--- config.mk ---
export PLATFORM = sky130hd
export DESIGN_NAME = vending_machine
export DESIGN_NICKNAME = d
export VERILOG_FILES = /design/src/rtl/vm_pkg.sv /design/src/rtl/vm_coin_detect.sv /design/src/rtl/vending_machine.sv
export SDC_FILE = /design/constraint.sdc
export NUM_CORES = 1
export LEC_CHECK = 0
export BUFFER_PORTS_ARGS = -buffer_cell sky130_fd_sc_hd__clkbuf_2
export CAP_MARGIN = 20
export CORE_MARGIN = 2
export CORE_UTILIZATION = 40
export DETAILED_ROUTE_END_ITERATION = 12
export GPL_ROUTABILITY_DRIVEN = 1
export PLACE_DENSITY = 0.65
export SLEW_MARGIN = 20
export SYNTH_ARGS = -nofsm -noshare
export SYNTH_HDL_FRONTEND = slang
export SYNTH_SLANG_ARGS = --single-unit
--- constraint.sdc ---
create_clock -name clk -period 2.4 [get_ports clk]
set_clock_uncertainty 0.1 [all_clocks]
set_input_delay 0.48 -clock clk [delete_from_list [all_inputs] [get_ports clk]]
set_output_delay 0.48 -clock clk [all_outputs]
set_load 0.01 [all_outputs]
--- src/rtl/vm_pkg.sv ---
// Shared coin codes, coin-to-value decoding and default prices for the
// two-product vending controller.
package vm_pkg;

    localparam logic [2:0] COIN_NONE = 3'b000;
    localparam logic [2:0] COIN_5    = 3'b001;
    localparam logic [2:0] COIN_10   = 3'b010;
    localparam logic [2:0] COIN_20   = 3'b100;

    // Prices are expressed in 5-unit multiples.
    localparam int DEFAULT_PRICE0   = 3;
    localparam int DEFAULT_PRICE1   = 4;
    localparam int DEFAULT_CREDIT_W = 4;

    // Non one-hot codes carry no value.
    function automatic logic [2:0] coin_value(input logic [2:0] code);
        logic [2:0] val;
        case (code)
            COIN_5:  val = 3'd1;
            COIN_10: val = 3'd2;
            COIN_20: val = 3'd4;
            default: val = 3'd0;
        endcase
        return val;
    endfunction

endpackage

--- src/rtl/vm_coin_detect.sv ---
// Edge detector on the coin code: a valid code counts once on the cycle it
// first differs from the previously sampled code.
module vm_coin_detect
    import vm_pkg::*;
(
    input  logic       clk,
    input  logic       rst,
    input  logic [2:0] i,
    output logic [2:0] coin_val
);

    logic [2:0] i_prev_reg;

    // Tracks every code, invalid ones included, so a held coin never repeats.
    always_ff @(posedge clk or negedge rst) begin
        if (!rst) begin
            i_prev_reg <= COIN_NONE;
        end else begin
            i_prev_reg <= i;
        end
    end

    assign coin_val = (i != i_prev_reg) ? coin_value(i) : 3'd0;

endmodule

--- src/rtl/vending_machine.sv ---
// Coin-accumulating controller: adds detected coins to a running credit and
// issues a one-cycle dispense pulse with change once the selected price is met.
module vending_machine
    import vm_pkg::*;
#(
    parameter int PRICE0   = DEFAULT_PRICE0,
    parameter int PRICE1   = DEFAULT_PRICE1,
    parameter int CREDIT_W = DEFAULT_CREDIT_W
) (
    input  logic       clk,
    input  logic       rst,
    input  logic [2:0] i,
    input  logic       choice,
    output logic       out,
    output logic [2:0] ret
);

    // One spare bit so credit plus the largest coin never wraps in the compare.
    localparam int EW = CREDIT_W + 1;

    logic [2:0]          coin_val;
    logic [CREDIT_W-1:0] credit_reg, credit_next;
    logic                out_reg, out_next;
    logic [2:0]          ret_reg, ret_next;
    logic [EW-1:0]       eff;
    logic [EW-1:0]       price;

    vm_coin_detect u_coin_detect (
        .clk      (clk),
        .rst      (rst),
        .i        (i),
        .coin_val (coin_val)
    );

    always_comb begin
        eff         = EW'(credit_reg) + EW'(coin_val);
        price       = choice ? EW'(PRICE1) : EW'(PRICE0);
        credit_next = CREDIT_W'(eff);
        out_next    = 1'b0;
        ret_next    = 3'd0;
        if (eff >= price) begin
            out_next    = 1'b1;
            ret_next    = 3'(eff - price);
            credit_next = '0;
        end
    end

    always_ff @(posedge clk or negedge rst) begin
        if (!rst) begin
            credit_reg <= '0;
            out_reg    <= 1'b0;
            ret_reg    <= 3'd0;
        end else begin
            credit_reg <= credit_next;
            out_reg    <= out_next;
            ret_reg    <= ret_next;
        end
    end

    assign out = out_reg;
    assign ret = ret_reg;

endmodule

# [After elaboration in Yosys (flattened, before gate mapping)]
# Cells that the tools add are included.
# Widths: inputs -> output; s select.
[totals] elab_cells=17 inputBits=6 out_inout_bits=4 register_bits=11
[classes] add_sub_neg=2 mux=6 magnitude_cmp=1 n_eq_ne=4
[ops] cell="$mux 3" count=3
[ops] cell="$pmux 3 s3" count=1
[ops] cell="$add 4x3->5" count=1
[ops] cell="$ge 5x3->1" count=1
[ops] cell="$mux 4" count=1
[ops] cell="$eq 3x1->1 const B" count=1
[ops] cell="$eq 3x2->1 const B" count=1
[ops] cell="$eq 3x3->1 const B" count=1
[ops] cell="$ne 3x3->1" count=1
[ops] cell="$sub 3x3->3" count=1
[ops] cell="$mux 1" count=1

# [Logic depth before layout (Yosys ltp)]
# Gate-level depths: netlist of the first run.
[depth] depth_word=6 mapped_depth=11 mapped_depth_nobuf=11

# [Hierarchy]
# Synthesis of the first run repeated with hierarchy kept, for this count alone.
[hier_totals] hier_cells=47 hier_area_um2=575.6
[by_module_without_submodules] mod="vending_machine" area_each_um2=451.7 cells_each=38 seq_area_each_um2=200.2 n_inst=1
[by_module_without_submodules] mod="vm_coin_detect" area_each_um2=123.9 cells_each=9 seq_area_each_um2=75.1 n_inst=1

# [Least setup slack after synthesis of the first run]
# Ideal clock, no wire load.
[synth_timing] path_type="input-to-reg" start="in i[0]" end="reg ret_reg[1] (netlist: ret[1])" setup_time_ns=0.140 setup_slack_ns=-0.241 cell_stages=7 required_time_ns=2.160 n_path_buf=0 t_arrival_ns=2.401 path_cell_list="nor4b_1 -> fa_1 -> ha_1 -> o21ai_0 -> a21oi_1 -> a211oi_2 -> a21boi_0"
[synth_between] elab_chain_cells=6 elab_cells_between_ends=10 cone_classes="add/sub: 2; order compare: 1; eq/ne: 4; mux: 3"
[synth_rtl] item="from (decl)" line="vending_machine.sv:12" rtl="input logic [2:0] i,"
[synth_rtl] item="$eq 3x3->1 (tied with other cells)" line="vm_pkg.sv:18" rtl="case (code)"
[synth_rtl] item="$pmux 3 s3" line="vm_pkg.sv:18"
[synth_rtl] item="$mux 3 (*)" line="vm_coin_detect.sv:23" rtl="assign coin_val = (i != i_prev_reg) ? coin_value(i) : 3'd0;"
[synth_rtl] item="$add 4x3->5 (*)" line="vending_machine.sv:36" rtl="eff = EW'(credit_reg) + EW'(coin_val);"
[synth_rtl] item="$ge 5x3->1 / $sub 3x3->3 (equally long branches)" line="vending_machine.sv:41, vending_machine.sv:43"
[synth_rtl] item="$mux 3 (*)" line="vending_machine.sv:41" rtl="if (eff >= price) begin"
[synth_rtl] item="named net ret_next[1]" line="vending_machine.sv:24" rtl="logic [2:0] ret_reg, ret_next;"
[synth_rtl] item="to (signal assigned)" line="vending_machine.sv:56" rtl="ret_reg <= ret_next;"
[synth_rtl] item="to (decl)" line="vending_machine.sv:24"
# The timed path passes the listed nets; every way through them passes the cells marked *.

# [Final worst setup path of the first run]
[layout_timing] start="reg u_coin_detect.i_prev_reg[2]" end="reg credit_reg[1]"
[layout_between] elab_chain_cells=5
[layout_rtl] item="from (decl)" line="vm_coin_detect.sv:12" rtl="logic [2:0] i_prev_reg;"
[layout_rtl] item="from (signal assigned)" line="vm_coin_detect.sv:19" rtl="i_prev_reg <= i;"
[layout_rtl] item="$ne 3x3->1 (*)" line="vm_coin_detect.sv:23"
[layout_rtl] item="$mux 3 (*)" line="vm_coin_detect.sv:23"
[layout_rtl] item="$add 4x3->5 (*)" line="vending_machine.sv:36"
[layout_rtl] item="$ge 5x3->1" line="vending_machine.sv:41"
[layout_rtl] item="$mux 4 (*)" line="vending_machine.sv:41"
[layout_rtl] item="named net credit_next[1]" line="vending_machine.sv:22" rtl="logic [CREDIT_W-1:0] credit_reg, credit_next;"
[layout_rtl] item="to (signal assigned)" line="vending_machine.sv:54" rtl="credit_reg <= credit_next;"
[layout_rtl] item="to (decl)" line="vending_machine.sv:22"
# Marks and branches as above.

==> results of run 1 <==
## layer usage
layer	vias up	track usage [%]	wire (um)
met5	-	0	0
met4	0	11.3	22
met3	2	1.72	23
met2	6	23.1	522
met1	209	18.8	435
li1	226	-	-
## critical path, stage by stage, from the launching register on
cell and delay [ns]:
dfrtp_1 0.40, buf_6 0.13, nor3b_4 0.21, nor4b_4 0.08
fa_2 0.42, xor2_2 0.16, ha_1 0.30, o21ai_2 0.07
a21oi_2 0.04, a211oi_2 0.21, buf_4 0.17, and3_1 0.15
## where the power goes
group | total [uW] | internal, uW | switching [uW]
clock network | 117 | 64.1 | 53.0
logic | 140 | 74.8 | 65.3
registers | 214 | 205 | 8.63
## metrics by stage
stage               hold WS (ns)  setup TNS, ns  setup slack (ns)  total power, uW
finish                     0.407         -0.526            -0.110              471
global route               0.419          -1.57            -0.253              507
CTS                        0.402         -0.370           -0.0836              470
detailed placement         0.266          -1.58            -0.276              336
global placement           0.263          -1.37            -0.244              333
floorplan                 0.0844      -0.000631         -0.000631              280
## kinds of logic (layout without fill, tap and decap cells)
kind of cell / count (synthesis) / in the layout / synth area share, %
buffers and inverters: 3 / 30 / 1.95
adders and majority gates: 8 / 8 / 19.9
xor gates and xnor gates: 3 / 3 / 5.85
other: 1 / 1 / 0.649
and+or+nand+nor: 13 / 13 / 11.3
DFF: 11 / 11 / 47.6
AOI/OAI and AO/OA: 11 / 11 / 12.8
## how the worst max path moves through the flow
| stage | startpoint | to | slack (ns) | cells past startpoint |
|---|---|---|---|---|
| 2_1_floorplan | i[1] | credit_reg[0] | -0.0006 | 10 |
| 3_3_place_gp | i[1] | credit_reg[1] | -0.24 | 12 |
| 3_5_place_dp | i[2] | credit_reg[1] | -0.28 | 13 |
| 4_1_cts | u_coin_detect.i_prev_reg[2] | credit_reg[1] | -0.08 | 11 |
| 5_1_grt | u_coin_detect.i_prev_reg[2] | credit_reg[0] | -0.25 | 11 |
| 6_report | u_coin_detect.i_prev_reg[2] | credit_reg[1] | -0.11 | 11 |
## timing repair
action / in CTS / in global routing
buffers inserted: 4 / 1
gates cloned: 0 / 0
endpoints found under the hold margin: 11 / 0
gates resized for setup: 5 / 2
pin swaps: 4 / 6
setup endpoints to repair: 6 / 7
hold buffers: 1 / 0
## cell usage after synthesis
cell type / number
xor2_1: 1
a21o_1: 2
conb_1: 1
nor3b_1: 1
dfrtp_1: 11
a21boi_0: 1
xnor2_1: 1
inv_1: 3
nor4b_1: 1
fa_1: 2
a21oi_2: 1
nand2_1: 3
a211oi_2: 1
o21ai_0: 1
a21oi_1: 5
nor2_1: 5
and3_1: 3
ha_1: 6
xor2_2: 1
## layout make-up
| class | count | area, um2 | area share, % |
|---|---|---|---|
| Sequential cell | 11 | 275 | 32.5 |
| Tap cell | 15 | 18.8 | 2.22 |
| Clock buffer | 4 | 26.3 | 3.11 |
| Multi-Input combinational cell | 36 | 358 | 42.3 |
| Inverter | 3 | 11.3 | 1.33 |
| Timing Repair Buffer | 23 | 156 | 18.5 |
==> flow_summary.json, run 1 <==
{
  "status": "finished with violations",
  "violations": "negative setup slack",
  "grt_start_max_net_pins": 12,
  "netlist_area_um2": 578,
  "fin_cells": 92,
  "cts-root-buf": "clkbuf_4",
  "largest_register_ffs": 4,
  "avgViaCountPerCell": 4.82,
  "drt_first_iter_violations": 2,
  "worstHoldStart": "i[0]",
  "drc": 0,
  "slew_viol_final": 0,
  "num_vias": 443,
  "grt_pass1_wl_um": 1910,
  "io_pins": 10,
  "antennaDiodeCount": 0,
  "ys_ff_latch": 11,
  "gp_congestion": 0.710,
  "power_density_nw_per_um2": 557,
  "yosys_warnings": 0,
  "clock-sinks": 11,
  "final_common_cell": "buf_4",
  "crit_type": "flop to flop",
  "placedInstanceArea_um2": 733,
  "synth_area_leaders": "dfrtp_1, ha_1, fa_1",
  "cp.required_ns": 2.50,
  "fin_crit_sh_pct": 105,
  "die_h_um": 42.0,
  "maxCapViolCount": 0,
  "yosys.area.top_type": "dfrtp_1",
  "placedCellCount": 82,
  "timing.rr.end": "credit_reg[1]",
  "finalHoldViolations": 0,
  "cp.arrival_ns": 2.61,
  "synth_area_per_cell_um2": 11.6,
  "dr.pass1.iters": 2,
  "ys_seq_area_share_pct": 47.6,
  "core_region_area_um2": 1320,
  "wire_per_inst_um": 10.9,
  "clk_latency_ns": 0.26,
  "post-route-worst-setup-slack_ns": -0.110,
  "syn_to_final_growth_pct": 46.3,
  "fp.dieArea_um2": 1770,
  "post-route-cell-area_um2": 846,
  "fmax_ghz": 0.398,
  "layout_common_cells": "buf_4, dfrtp_1, clkbuf_2",
  "worstReg2RegStart": "u_coin_detect.i_prev_reg[2]",
  "syn_inst": 50,
  "drive_above_1_share_pct": 48.1,
  "leakage_uw": 0.000445,
  "cts-htree-levels": 1,
  "hp-class": "primary input to flop",
  "grt_antenna_before_repair": 0,
  "hold_path_depth": 2,
  "post-route-min-period_ns": 2.51,
  "gr-total-overflow": 0,
  "n_fill_cell": 115,
  "numPortBuffers": 9,
  "cts_tree": "yes",
  "rsz0062_at_grt": "yes",
  "syn_nets": 64,
  "synth_top_area_share_pct": 47.6,
  "hpwl_um": 808,
  "rows": 13,
  "ant_nets": 0,
  "irDropWorstVdd_mv": 0.335,
  "grt_usage_pct": 14.8,
  "cts-buffers-inserted": 3,
  "crit_path_start_kind": "flop",
  "grt_pass1_vias": 443,
  "cp-end-kind": "flop",
  "holdPathEnd": "u_coin_detect.i_prev_reg[0]",
  "synth.distinct_cells": 19,
  "wl_um": 1000,
  "fin_util_pct": 64.2,
  "rr_worst_depth": 11,
  "initial_utilization_pct": 43.9,
  "cts_buffer_depth": 2,
  "cp_max_fo": 6,
  "setup_viol": 6,
  "die-width_um": 42.0,
  "clk_pin_slew_ns": 0.06,
  "nets": 92,
  "reg2reg_slack_ns": -0.11
}
Power figures use the tool's default switching activity.
==> inputs of run 2 (changes only) <==
--- a/config.mk
+++ b/config.mk
@@ -9,6 +9,7 @@
 export CAP_MARGIN = 20
 export CORE_MARGIN = 2
 export CORE_UTILIZATION = 40
+export CTS_BUF_LIST = sky130_fd_sc_hd__clkbuf_4 sky130_fd_sc_hd__clkbuf_8 sky130_fd_sc_hd__clkbuf_16
 export DETAILED_ROUTE_END_ITERATION = 12
 export GPL_ROUTABILITY_DRIVEN = 1
 export PLACE_DENSITY = 0.65
==> flow_summary.json, run 2 (synthesis results as in run 1) <==
{
  "avgViaCountPerCell": 4.82,
  "hold_path_depth": 2,
  "rsz0062_at_grt": "yes",
  "fp.dieArea_um2": 1770,
  "post-route-worst-setup-slack_ns": -0.108,
  "num_vias": 443,
  "reg2reg_slack_ns": -0.11,
  "violations": "negative setup slack",
  "grt_pass1_wl_um": 1910,
  "rows": 13,
  "leakage_uw": 0.000448,
  "die-width_um": 42.0,
  "path_buf_inv": 2,
  "ant_nets": 0,
  "slowest_stage": "fa_2",
  "grt_start_max_net_pins": 12,
  "grt_usage_pct": 14.8,
  "holdPathEnd": "u_coin_detect.i_prev_reg[0]",
  "cts-buffers-inserted": 3,
  "cp_max_fo": 6,
  "timing.rr.end": "credit_reg[1]",
  "antennaDiodeCount": 0,
  "cts_buffer_depth": 2,
  "worstPathCellList": "buf_6, nor3b_4, nor4b_4, fa_2, xor2_2, ha_1, o21ai_2, a21oi_2, a211oi_2, buf_4, and3_1",
  "worstReg2RegStart": "u_coin_detect.i_prev_reg[2]",
  "io_pins": 10,
  "slew_viol_final": 0,
  "fin_util_pct": 64.5,
  "worstHoldStart": "i[0]",
  "initial_utilization_pct": 43.9,
  "crit_type": "flop to flop",
  "wire_per_inst_um": 10.9,
  "drive_above_1_share_pct": 49.4,
  "hp-class": "primary input to flop",
  "hpwl_um": 808,
  "cp_top_family": "adder cells",
  "clk_pin_slew_ns": 0.06,
  "total_power_uw": 482,
  "syn_to_final_growth_pct": 47.0,
  "clock-sinks": 11,
  "clk_latency_ns": 0.26,
  "drc": 0,
  "placedInstanceArea_um2": 733,
  "die_h_um": 42.0,
  "layout_common_cells": "buf_4, dfrtp_1, clkbuf_2",
  "dr.pass1.iters": 2,
  "cts_tree": "yes",
  "final_common_cell": "buf_4",
  "gp_congestion": 0.710,
  "crit_path_start_kind": "flop",
  "gr-total-overflow": 0,
  "numPortBuffers": 9,
  "cp-end-kind": "flop",
  "core_region_area_um2": 1320,
  "post-route-min-period_ns": 2.51,
  "grt_pass1_vias": 443,
  "irDropWorstVdd_mv": 0.336,
  "cp.arrival_ns": 2.60,
  "finalHoldViolations": 0,
  "fin_crit_sh_pct": 105,
  "fin_cells": 92,
  "fmax_ghz": 0.399,
  "status": "finished with violations",
  "placedCellCount": 82,
  "fin_tns_setup_ns": -0.517,
  "cp.required_ns": 2.50,
  "drt_first_iter_violations": 1,
  "rr_worst_depth": 11,
  "slowest_delay_ns": 0.42,
  "wl_um": 1000,
  "setup_viol": 6,
  "cts-root-buf": "clkbuf_4",
  "post-route-cell-area_um2": 850,
  "power_density_nw_per_um2": 568,
  "maxCapViolCount": 0,
  "largest_register_ffs": 4,
  "grt_antenna_before_repair": 0,
  "cts-htree-levels": 1,
  "nets": 92
}
==> run 2: cell count changes in the layout (fill, tap and decap cells not counted) <==
cell	change
clkbuf_4	+1
clkbuf_1	-1
==> run 2: power breakdown <==
part | total [uW] | internal (uW) | switching [uW]
registers | 214 | 205 | 8.55
clock network | 128 | 75.4 | 52.7
logic | 140 | 74.8 | 65.3
==> run 2: through the flow <==
step / setup WS, ns / hold WS, ns
floorplan: -0.000631 / 0.0844
CTS: -0.0835 / 0.405
detailed placement: -0.276 / 0.266
global placement: -0.244 / 0.263
global route: -0.252 / 0.418
finish: -0.108 / 0.408
==> run 2: worst register-to-register path, delay by kind of cell, from the launching register on <==
kind            cells  cell delay, ns
compound gates      3            0.32
xor+xnor            1            0.16
flops               1            0.40
fa+ha+maj           2            0.72
buf+inv             2            0.30
simple gates        3            0.45
==> run 2: worst max path at each step <==
stage                                to  slack, ns                         from  cells past startpoint
after floorplan           credit_reg[0]    -0.0006                         i[1]                     10
after CTS                 credit_reg[1]      -0.08  u_coin_detect.i_prev_reg[2]                     11
after global routing      credit_reg[0]      -0.25  u_coin_detect.i_prev_reg[2]                     11
after global placement    credit_reg[1]      -0.24                         i[1]                     12
final                     credit_reg[1]      -0.11  u_coin_detect.i_prev_reg[2]                     11
after detailed placement  credit_reg[1]      -0.28                         i[2]                     13
==> run 2: per-layer routing <==
layer | track usage (%) | routed length, um | up-vias
met5 | 0 | 0 | -
met4 | 11.3 | 22 | 0
met3 | 1.72 | 23 | 2
met2 | 23.1 | 516 | 6
met1 | 18.8 | 439 | 209
li1 | - | - | 226
==> run 2: layout make-up <==
| type | count | area, um2 |
|---|---|---|
| timing repair buffer | 23 | 156 |
| sequential | 11 | 275 |
| inverter | 3 | 11.3 |
| clock buffer | 4 | 30.0 |
| tap | 15 | 18.8 |
| multi-input combinational | 36 | 358 |
| fill | 114 | 468 |
==> run 2: timing repair <==
action	in CTS	in global routing
hold buffers	1	0
gates resized for setup	5	2
pin swaps	4	6
setup endpoints to repair	6	7
buffers inserted	4	1
endpoints found under the hold margin	11	0
